==> config.mk <==
export PLATFORM = sky130hd
export DESIGN_NAME = button_stepper
export DESIGN_NICKNAME = d
export VERILOG_FILES = /design/src/rtl/button_stepper_pkg.sv /design/src/rtl/button_debounce.sv /design/src/rtl/button_stepper.sv
export SDC_FILE = /design/constraint.sdc
export NUM_CORES = 1
export LEC_CHECK = 0
export BUFFER_PORTS_ARGS = -buffer_cell sky130_fd_sc_hd__buf_2
export CAP_MARGIN = 0
export CORE_MARGIN = 8
export CORE_UTILIZATION = 40
export CTS_BUF_LIST = sky130_fd_sc_hd__clkbuf_2 sky130_fd_sc_hd__clkbuf_4 sky130_fd_sc_hd__clkbuf_8
export CTS_CLUSTER_DIAMETER = 50
export DETAILED_ROUTE_END_ITERATION = 8
export PLACE_DENSITY = 0.58
export SLEW_MARGIN = 20
export SYNTH_ARGS = -nofsm -noshare
export SYNTH_HDL_FRONTEND = slang
export SYNTH_SLANG_ARGS = --single-unit
==> constraint.sdc <==
create_clock -name clk -period 2.1 [get_ports clk]
set_input_delay 0.525 -clock clk [delete_from_list [all_inputs] [get_ports clk]]
set_output_delay 0.525 -clock clk [all_outputs]
set_load 0.01 [all_outputs]
==> src/rtl/button_stepper_pkg.sv <==
// Shared helpers for the button stepper: the LED bank size and its one-hot decode.
package button_stepper_pkg;

    localparam int LED_COUNT = 8;

    function automatic logic [LED_COUNT-1:0] led_onehot(input logic [2:0] pos);
        return 8'b1 << pos;
    endfunction

endpackage

==> src/rtl/button_debounce.sv <==
// One push button: two-flop synchronizer, stability counter, debounced level and
// a registered one-cycle pulse on each debounced rising level.
module button_debounce #(
    parameter int LOG2DEBOUNCE = 16
) (
    input  logic clk,
    input  logic resetn,
    input  logic raw,
    output logic lvl,
    output logic press
);

    logic [1:0]              sync;
    logic [LOG2DEBOUNCE-1:0] cnt;

    always_ff @(posedge clk or negedge resetn) begin
        if (!resetn) begin
            sync  <= '0;
            cnt   <= '0;
            lvl   <= 1'b0;
            press <= 1'b0;
        end else begin
            sync  <= {sync[0], raw};
            press <= 1'b0;
            // Any sample that agrees with the current level restarts the window.
            if (sync[1] == lvl) begin
                cnt <= '0;
            end else if (cnt == '1) begin
                lvl   <= sync[1];
                cnt   <= '0;
                press <= sync[1];
            end else begin
                cnt <= cnt + 1'b1;
            end
        end
    end

endmodule

==> src/rtl/button_stepper.sv <==
// Steps a BITS-wide position up on SW1 and down on SW2 (wrapping) and shows it
// one-hot on LED0..LED7.
module button_stepper
    import button_stepper_pkg::*;
#(
    parameter int BITS         = 3,
    parameter int LOG2DEBOUNCE = 16
) (
    input  logic            clk,
    input  logic            resetn,
    input  logic            SW1,
    input  logic            SW2,
    output logic            press1,
    output logic            press2,
    output logic [BITS-1:0] position,
    output logic            LED0,
    output logic            LED1,
    output logic            LED2,
    output logic            LED3,
    output logic            LED4,
    output logic            LED5,
    output logic            LED6,
    output logic            LED7
);

    logic                 lvl1_unused;
    logic                 lvl2_unused;
    logic [BITS-1:0]      pos_next;
    logic [LED_COUNT-1:0] leds;

    button_debounce #(.LOG2DEBOUNCE(LOG2DEBOUNCE)) u_db1 (
        .clk    (clk),
        .resetn (resetn),
        .raw    (SW1),
        .lvl    (lvl1_unused),
        .press  (press1)
    );

    button_debounce #(.LOG2DEBOUNCE(LOG2DEBOUNCE)) u_db2 (
        .clk    (clk),
        .resetn (resetn),
        .raw    (SW2),
        .lvl    (lvl2_unused),
        .press  (press2)
    );

    // Simultaneous presses cancel; wrap comes from natural BITS-wide overflow.
    always_comb begin
        pos_next = position;
        if (press1 && !press2) begin
            pos_next = position + BITS'(1);
        end else if (press2 && !press1) begin
            pos_next = position - BITS'(1);
        end
    end

    always_ff @(posedge clk or negedge resetn) begin
        if (!resetn) begin
            position <= '0;
            leds     <= 8'b0000_0001;
        end else begin
            position <= pos_next;
            leds     <= led_onehot(3'(pos_next));
        end
    end

    assign LED0 = leds[0];
    assign LED1 = leds[1];
    assign LED2 = leds[2];
    assign LED3 = leds[3];
    assign LED4 = leds[4];
    assign LED5 = leds[5];
    assign LED6 = leds[6];
    assign LED7 = leds[7];

endmodule
==> qor.csv, run 1 <==
stage,metric,value,unit
run_status,status,finished clean,
timing,setup_tns,0,ns
clock_network,postCtsSetupBuffers,0,
logic_synthesis,syn_nets,214,
routing,drt_iter0_drc,118,
cells_and_area,utilization,47.2,%
logic_synthesis,yosysTopAreaCellShare,56.0,%
logic_synthesis,synth_cell_types,31,
cells_and_area,drive_gt1_share,15.7,%
clock_network,root_buffer,clkbuf_8,
timing,timing.final.hold_violations,0,
worst_setup_path,cp_data_arrival_time,1.89,ns
clock_network,ctsResizeCount,0,
timing,slew_headroom,63.5,%
job,drv_cap,0,
routing,num_vias,1486,
floorplan,die_h,90.8,um
cells_and_area,instances_no_fill,302,
global_routing,grtUsageTotal,10.0,%
routing,drt-total-wl,3780,um
logic_synthesis,synth_edf_count,0,
worst_setup_path,critPathLaunchType,flop,
global_routing,grt_first_pass_wirelength,6830,um
placed_design,dpl.cell_count,294,
logic_synthesis,ys_seq_elements,51,
floorplan,fp.dieW,90.8,um
worst_setup_path,setup.worst_path.start,u_db1.cnt[0],
routing,drtAntennaViolNets,0,
pwr,p_per_area,726,mW/mm2
logic_synthesis,synthFlopType,dfrtp_1,
global_routing,antenna_found_initial,0,
logic_synthesis,yosysTopAreaCell,dfrtp_1,
timing,final_min_period_over_clock_period,81.2,%
cells_and_area,finalInstanceArea,0.00256,mm2
global_routing,grt_overflow_total,0,
worst_setup_path,reg2reg_to,u_db1.cnt[5],
timing,slew_violations,0,
worst_setup_path,end_kind,flop,
global_routing,grt_pass1_vias,1470,
logic_synthesis,yosysWarningCount,0,
floorplan,start_util,41.1,%
worst_setup_path,reg2reg_depth,5,
timing,max_freq,586,MHz
worst_setup_path,criticalPathCategory,flop to flop,
worst_setup_path,reg2reg_from,u_db1.cnt[0],
floorplan,core_area,0.00544,mm2
clock_network,clock_latency,0.31,ns
logic_synthesis,synth.top_cells.by_count,"dfrtp_1, nor2_1, xnor2_1",
worst_setup_path,cp.depth,5,
clock_network,clock-sinks,51,
clock_network,cts_tree,done,
placed_design,dpl_cell_area,0.00243,mm2
placed_design,gp_congestion,0.730,
routing,route.detailed.wl_per_inst,12.5,um
logic_synthesis,synthTopCellsByArea,"dfrtp_1, xnor2_1, nor2_1",
pwr,power_leakage,1.18,nW
cells_and_area,fill_cells,519,
logic_synthesis,netlist_area,0.00224,mm2
cells_and_area,area_delta_synth_final,14.7,%
worst_setup_path,path_delay_family,simple AND/OR/NAND/NOR gates,
worst_setup_path,crit_fanout,12,
routing,first_pass_iters,4,
clock_network,cts_buffers,5,
worst_setup_path,worstPathRequired,2.29,ns
clock_network,clk_pin_slew,0.09,ns
pwr,ir_drop,0.384,mV
routing,vias_per_cell,4.92,
clock_network,hold_buffers,0,
logic_synthesis,syn_inst,206,
cells_and_area,multi_input_area,905,um2
logic_synthesis,synth_most_common_cell,dfrtp_1,
worst_setup_path,path_cells,ha_1 > nand3_1 > or4_4 > nand2b_2 > nor2_1,
worst_setup_path,cp_slowest_cell,or4_4,
timing,finalSetupViolations,0,
worst_setup_path,rrSetupSlack,0.39,ns
clock_network,htreeDepth,2,
timing,grt_setup_unrepaired,no,
floorplan,io_pins,17,
floorplan,die-area,0.00824,mm2
logic_synthesis,synth.avg_cell_area,10.9,um2
timing,finClkSkew,0.00531,ns
floorplan,row_count,27,
worst_setup_path,crit_buf_inv,0,
placed_design,port_buffers,16,
global_routing,grt_start_max_net_pins,52,
routing,drc,0,
logic_synthesis,async_reset_ff_share,100,%
cells_and_area,nNetsFinal,237,
placed_design,dp_hpwl,2570,um
worst_hold_path,hp-class,input pin to asynchronous set/reset pin,
worst_setup_path,cp-endpoint,u_db1.cnt[5],
worst_setup_path,slowest_delay,0.53,ns
timing,worstMarginPinSlew,0.546,ns
clock_network,cts_max_path_buffers,2,
cells_and_area,n_antenna_cell,0,
logic_synthesis,seq_area_frac_synth,57.1,%
timing,min_period,1.71,ns
cells_and_area,seq_area,0.00128,mm2
==> per-layer routing <==
| metal | vias up | part of all wire [%] | GRT usage, % |
|---|---|---|---|
| met2 | 25 | 44 | 15.2 |
| met4 | 0 | 2.2 | 4.99 |
| met3 | 5 | 5.6 | 3.82 |
| li1 | 743 | - | - |
| met5 | - | 0 | 0 |
| met1 | 713 | 48 | 12.1 |
==> worst min path at each step <==
stage | from | end | slack (ns)
after global routing | resetn | u_db2.cnt[9] | 0.21
after CTS | resetn | u_db2.cnt[2] | 0.20
after global placement | u_db2.sync[0] | u_db2.sync[1] | 0.34
final | resetn | u_db2.cnt[9] | 0.18
after floorplan | resetn | leds[1] | 0.23
after detailed placement | u_db2.sync[0] | u_db2.sync[1] | 0.34
==> area by class of cell <==
cell class | count | area share, %
clock buffers | 5 | 2.68
clock inverters | 3 | 2.63
inverters | 9 | 1.32
multi-input cells | 142 | 35.3
flip-flops and latches | 51 | 49.8
well taps | 72 | 3.51
repair buffers | 20 | 4.78
==> where the power goes <==
group	leakage [nW]	switching, W	total [W]	internal, W
Sequential	0.695	0.0000112	0.00101	0.000994
Clock	0.0644	0.000325	0.000800	0.000475
Combinational	0.425	0.0000372	0.0000554	0.0000182
==> cell families after synthesis <==
logic type               Yosys count  synth area share, %
AO/OA/AOI/OAI                      8                 2.13
flip-flops                        51                 57.1
AND/OR/NAND/NOR                   97                 22.8
adder cells (fa/ha/maj)            4                 2.24
buffers and inverters             13                 2.41
XOR/XNOR                          31                 12.1
multiplexers                       2                 1.17
==> stage by stage <==
step | setup WS [ns] | power, W | hold slack [ns]
3_5_place_dp | 0.387 | 0.00108 | 0.338
2_1_floorplan | 0.488 | 0.00105 | 0.229
6_report | 0.395 | 0.00186 | 0.178
5_1_grt | 0.224 | 0.00194 | 0.207
4_1_cts | 0.373 | 0.00189 | 0.197
3_3_place_gp | 0.439 | 0.00108 | 0.337
==> cells in the final DEF, fill, tap and decap left out, types with 7 or more instances in the layout <==
| master | Yosys | routed |
|---|---|---|
| dfrtp_1 | 50 | 50 |
| nor2_1 | 34 | 34 |
| xnor2_1 | 19 | 19 |
| buf_2 | 1 | 16 |
| nand3_1 | 12 | 12 |
| xor2_1 | 12 | 12 |
| nand4_1 | 11 | 11 |
| inv_1 | 9 | 9 |
| nor3_1 | 8 | 8 |
| and3_1 | 7 | 7 |
==> registers in the layout, indices dropped and copies added, names as in the netlist <==
| name | cells |
|---|---|
| position | 3 |
| u_db1.cnt | 16 |
| u_db1.sync | 2 |
| u_db2.cnt | 16 |
| u_db1.press | 1 |
| u_db1.lvl | 1 |
| u_db2.press | 1 |
| leds | 8 |
| u_db2.lvl | 1 |
| u_db2.sync | 2 |
Note: power is estimated with default switching activity, not from simulation.
==> run 2, diff against run 1 <==
--- a/config.mk
+++ b/config.mk
@@ -5,6 +5,7 @@
 export SDC_FILE = /design/constraint.sdc
 export NUM_CORES = 1
 export LEC_CHECK = 0
+export ABC_AREA = 1
 export BUFFER_PORTS_ARGS = -buffer_cell sky130_fd_sc_hd__buf_2
 export CAP_MARGIN = 0
 export CORE_MARGIN = 8
==> constraint.sdc (replaced) <==
create_clock -name clk -period 1.72 [get_ports clk]
set_input_delay 0.43 -clock clk [delete_from_list [all_inputs] [get_ports clk]]
set_output_delay 0.43 -clock clk [all_outputs]
set_load 0.01 [all_outputs]
==> run 2 against run 1 <==
Global-route usage is 0.86 points higher; sequential share of layout area is 4.5 points lower; clock skew is 0.0028 ns higher; count of clock-buffer cells in the layout stayed put; largest cell class unchanged; highest routed layer unchanged.
==> qor.csv, run 2 <==
stage,metric,value,unit
run_status,status,finished clean,
worst_setup_path,path_delay_family,flip-flops,
pwr,clkPwrFrac,43.1,%
timing,slew_headroom,72.0,%
pwr,ir_drop,0.325,mV
logic_synthesis,ys_seq_elements,51,
cells_and_area,nNetsFinal,326,
worst_setup_path,crit_top_cell,inv_1,
worst_setup_path,slowest_delay,0.50,ns
cells_and_area,layout_common_cells,"nand2_1, nor2_1, dfrtp_1",
routing,drc,0,
worst_hold_path,hp-class,input pin to asynchronous set/reset pin,
logic_synthesis,synth_most_common_cell,nand2_1,
pwr,combPwrFrac,3.1,%
clock_network,clock_latency,0.31,ns
routing,wl_met3,207,um
clock_network,cts_buffers,5,
logic_synthesis,synth.top_cells.by_count,"nand2_1, nor2_1, dfrtp_1",
timing,final_min_period_over_clock_period,91.2,%
clock_network,root_buffer,clkbuf_8,
worst_setup_path,rrSetupSlack,0.15,ns
logic_synthesis,synth.avg_cell_area,8.46,um2
logic_synthesis,synthFlopType,dfrtp_1,
logic_synthesis,seq_area_frac_synth,51.3,%
timing,max_freq,637,MHz
logic_synthesis,syn_inst,294,
timing,grt_setup_unrepaired,no,
clock_network,ctsResizeCount,0,
worst_setup_path,cp_data_arrival_time,1.82,ns
worst_setup_path,criticalPathCategory,flop to flop,
logic_synthesis,syn_nets,302,
placed_design,dp_hpwl,3350,um
routing,num_vias,1772,
logic_synthesis,synthTopCellsByArea,"dfrtp_1, nand2_1, nor2_1",
routing,route.detailed.wl_per_inst,11.3,um
logic_synthesis,synth_cell_types,24,
cells_and_area,largest_registers,"u_db1.cnt: 16 flops, u_db2.cnt: 16 flops, leds: 8 flops",
logic_synthesis,async_reset_ff_share,100,%
floorplan,row_count,28,
worst_setup_path,setup.worst_path.start,position[0],
timing,setup_tns,0,ns
clock_network,postCtsSetupBuffers,0,
pwr,seqPwrFrac,53.8,%
pwr,power_leakage,1.37,nW
timing,finalSetupViolations,0,
floorplan,core_area,0.00596,mm2
global_routing,grt_first_pass_wirelength,7780,um
routing,drt-total-wl,4470,um
clock_network,clock-sinks,51,
worst_setup_path,cp_slowest_cell,dfrtp_1,
clock_network,hold_buffers,0,
pwr,p_per_area,811,mW/mm2
clock_network,htreeDepth,2,
floorplan,die_h,94.9,um
timing,worstMarginPinSlew,0.419,ns
placed_design,port_buffers,16,
cells_and_area,drive_gt1_share,14.1,%
global_routing,grt_pass1_vias,1732,
clock_network,clk_pin_slew,0.09,ns
timing,timing.final.hold_violations,0,
routing,wl_met2,1900,um
routing,drtAntennaViolNets,0,
worst_setup_path,reg2reg_from,position[0],
worst_setup_path,crit_fanout,6,
floorplan,fp.dieW,94.9,um
worst_setup_path,end_kind,flop,
pwr,switching_power,0.000470,W
global_routing,grt_overflow_total,0,
placed_design,gp_congestion,0.835,
cells_and_area,n_antenna_cell,0,
pwr,internal_power,0.00182,W
floorplan,start_util,41.8,%
cells_and_area,instances_no_fill,394,
floorplan,die-area,0.00900,mm2
timing,finClkSkew,0.00812,ns
routing,top_layer,met4,
worst_setup_path,critPathLaunchType,flop,
routing,routedLengthMet1,2310,um
job,drv_cap,0,
worst_setup_path,path_cells,inv_1 > ha_1 > o21ai_0 > nand2_2 > inv_1 > nand2_1 > nor2_1,
logic_synthesis,yosysTopAreaCellShare,50.3,%
clock_network,cts_max_path_buffers,2,
logic_synthesis,synth_edf_count,0,
floorplan,io_pins,17,
timing,slew_violations,0,
timing,min_period,1.57,ns
logic_synthesis,yosysWarningCount,0,
worst_setup_path,crit_buf_inv,2,
logic_synthesis,netlist_area,0.00249,mm2
cells_and_area,layout_commonest_cell,nand2_1,
clock_network,cts_tree,done,
routing,drt_iter0_drc,85,
global_routing,grt_start_max_net_pins,52,
placed_design,dpl.cell_count,386,
cells_and_area,utilization,47.3,%
global_routing,antenna_found_initial,0,
pwr,total_power,0.00229,W
worst_setup_path,worstPathRequired,1.97,ns
routing,vias_per_cell,4.50,
cells_and_area,finalInstanceArea,0.00282,mm2
global_routing,grtUsageTotal,10.9,%
pwr,swShare,20.5,%
routing,first_pass_iters,4,
placed_design,dpl_cell_area,0.00268,mm2
logic_synthesis,yosysTopAreaCell,dfrtp_1,
cells_and_area,area_delta_synth_final,13.3,%
run 2: final cells by class:
class / count / area (um2)
sequential: 51 / 1280
inverter: 34 / 128
tap: 75 / 93.8
clock inverter: 3 / 67.6
timing repair buffer: 17 / 100
clock buffer: 5 / 68.8
fill: 582 / 3140
multi-input combinational: 209 / 1080
run 2: layer usage:
metal | GRT usage, % | vias up
met5 | 0 | -
met4 | 3.51 | 0
met3 | 3.41 | 4
met2 | 16.5 | 19
met1 | 14.4 | 802
li1 | - | 947
run 2: logic make-up after synthesis:
group | count (synthesis) | share of synthesized area [%]
flip-flops | 51 | 51.3
XOR/XNOR | 20 | 8.09
buffers and inverters | 34 | 5.13
adder cells (fa/ha/maj) | 4 | 2.01
AO/OA/AOI/OAI | 15 | 3.57
AND/OR/NAND/NOR | 170 | 29.9
run 2: worst paths after layout:
kind / depth (start not counted) / to
worst max-delay path: 7 / leds[0]
worst min-delay path: 2 / leds[1]
worst max register to register: 7 / leds[0]
worst min register to register: 0 / u_db2.sync[1]
max in group asynchronous: 2 / leds[0]
min in group clk: 1 / u_db2.sync[0]
run 2: metrics by stage:
| stage | hold WS, ns | worst slack, ns |
|---|---|---|
| after detailed placement | 0.339 | 0.154 |
| final | 0.0926 | 0.151 |
| after global routing | 0.0995 | 0.0167 |
| after global placement | 0.335 | 0.200 |
| after floorplan | 0.134 | 0.199 |
| after CTS | 0.0984 | 0.129 |
run 2: worst reg2reg max path, cell delays in order (launching register included):
cell and delay (ns):
dfrtp_1 0.50, inv_1 0.13, ha_1 0.32, o21ai_0 0.20, nand2_2 0.12, inv_1 0.09, nand2_1 0.05, nor2_1 0.11
run 2: power by group through the flow:
stage          logic (W)  registers (W)  clock network, W
2_1_floorplan  0.0000328        0.00125                 0
3_3_place_gp   0.0000738        0.00125                 0
3_5_place_dp   0.0000757        0.00125                 0
4_1_cts        0.0000756        0.00123           0.00102
5_1_grt        0.0000837        0.00123           0.00107
6_report       0.0000717        0.00123          0.000985
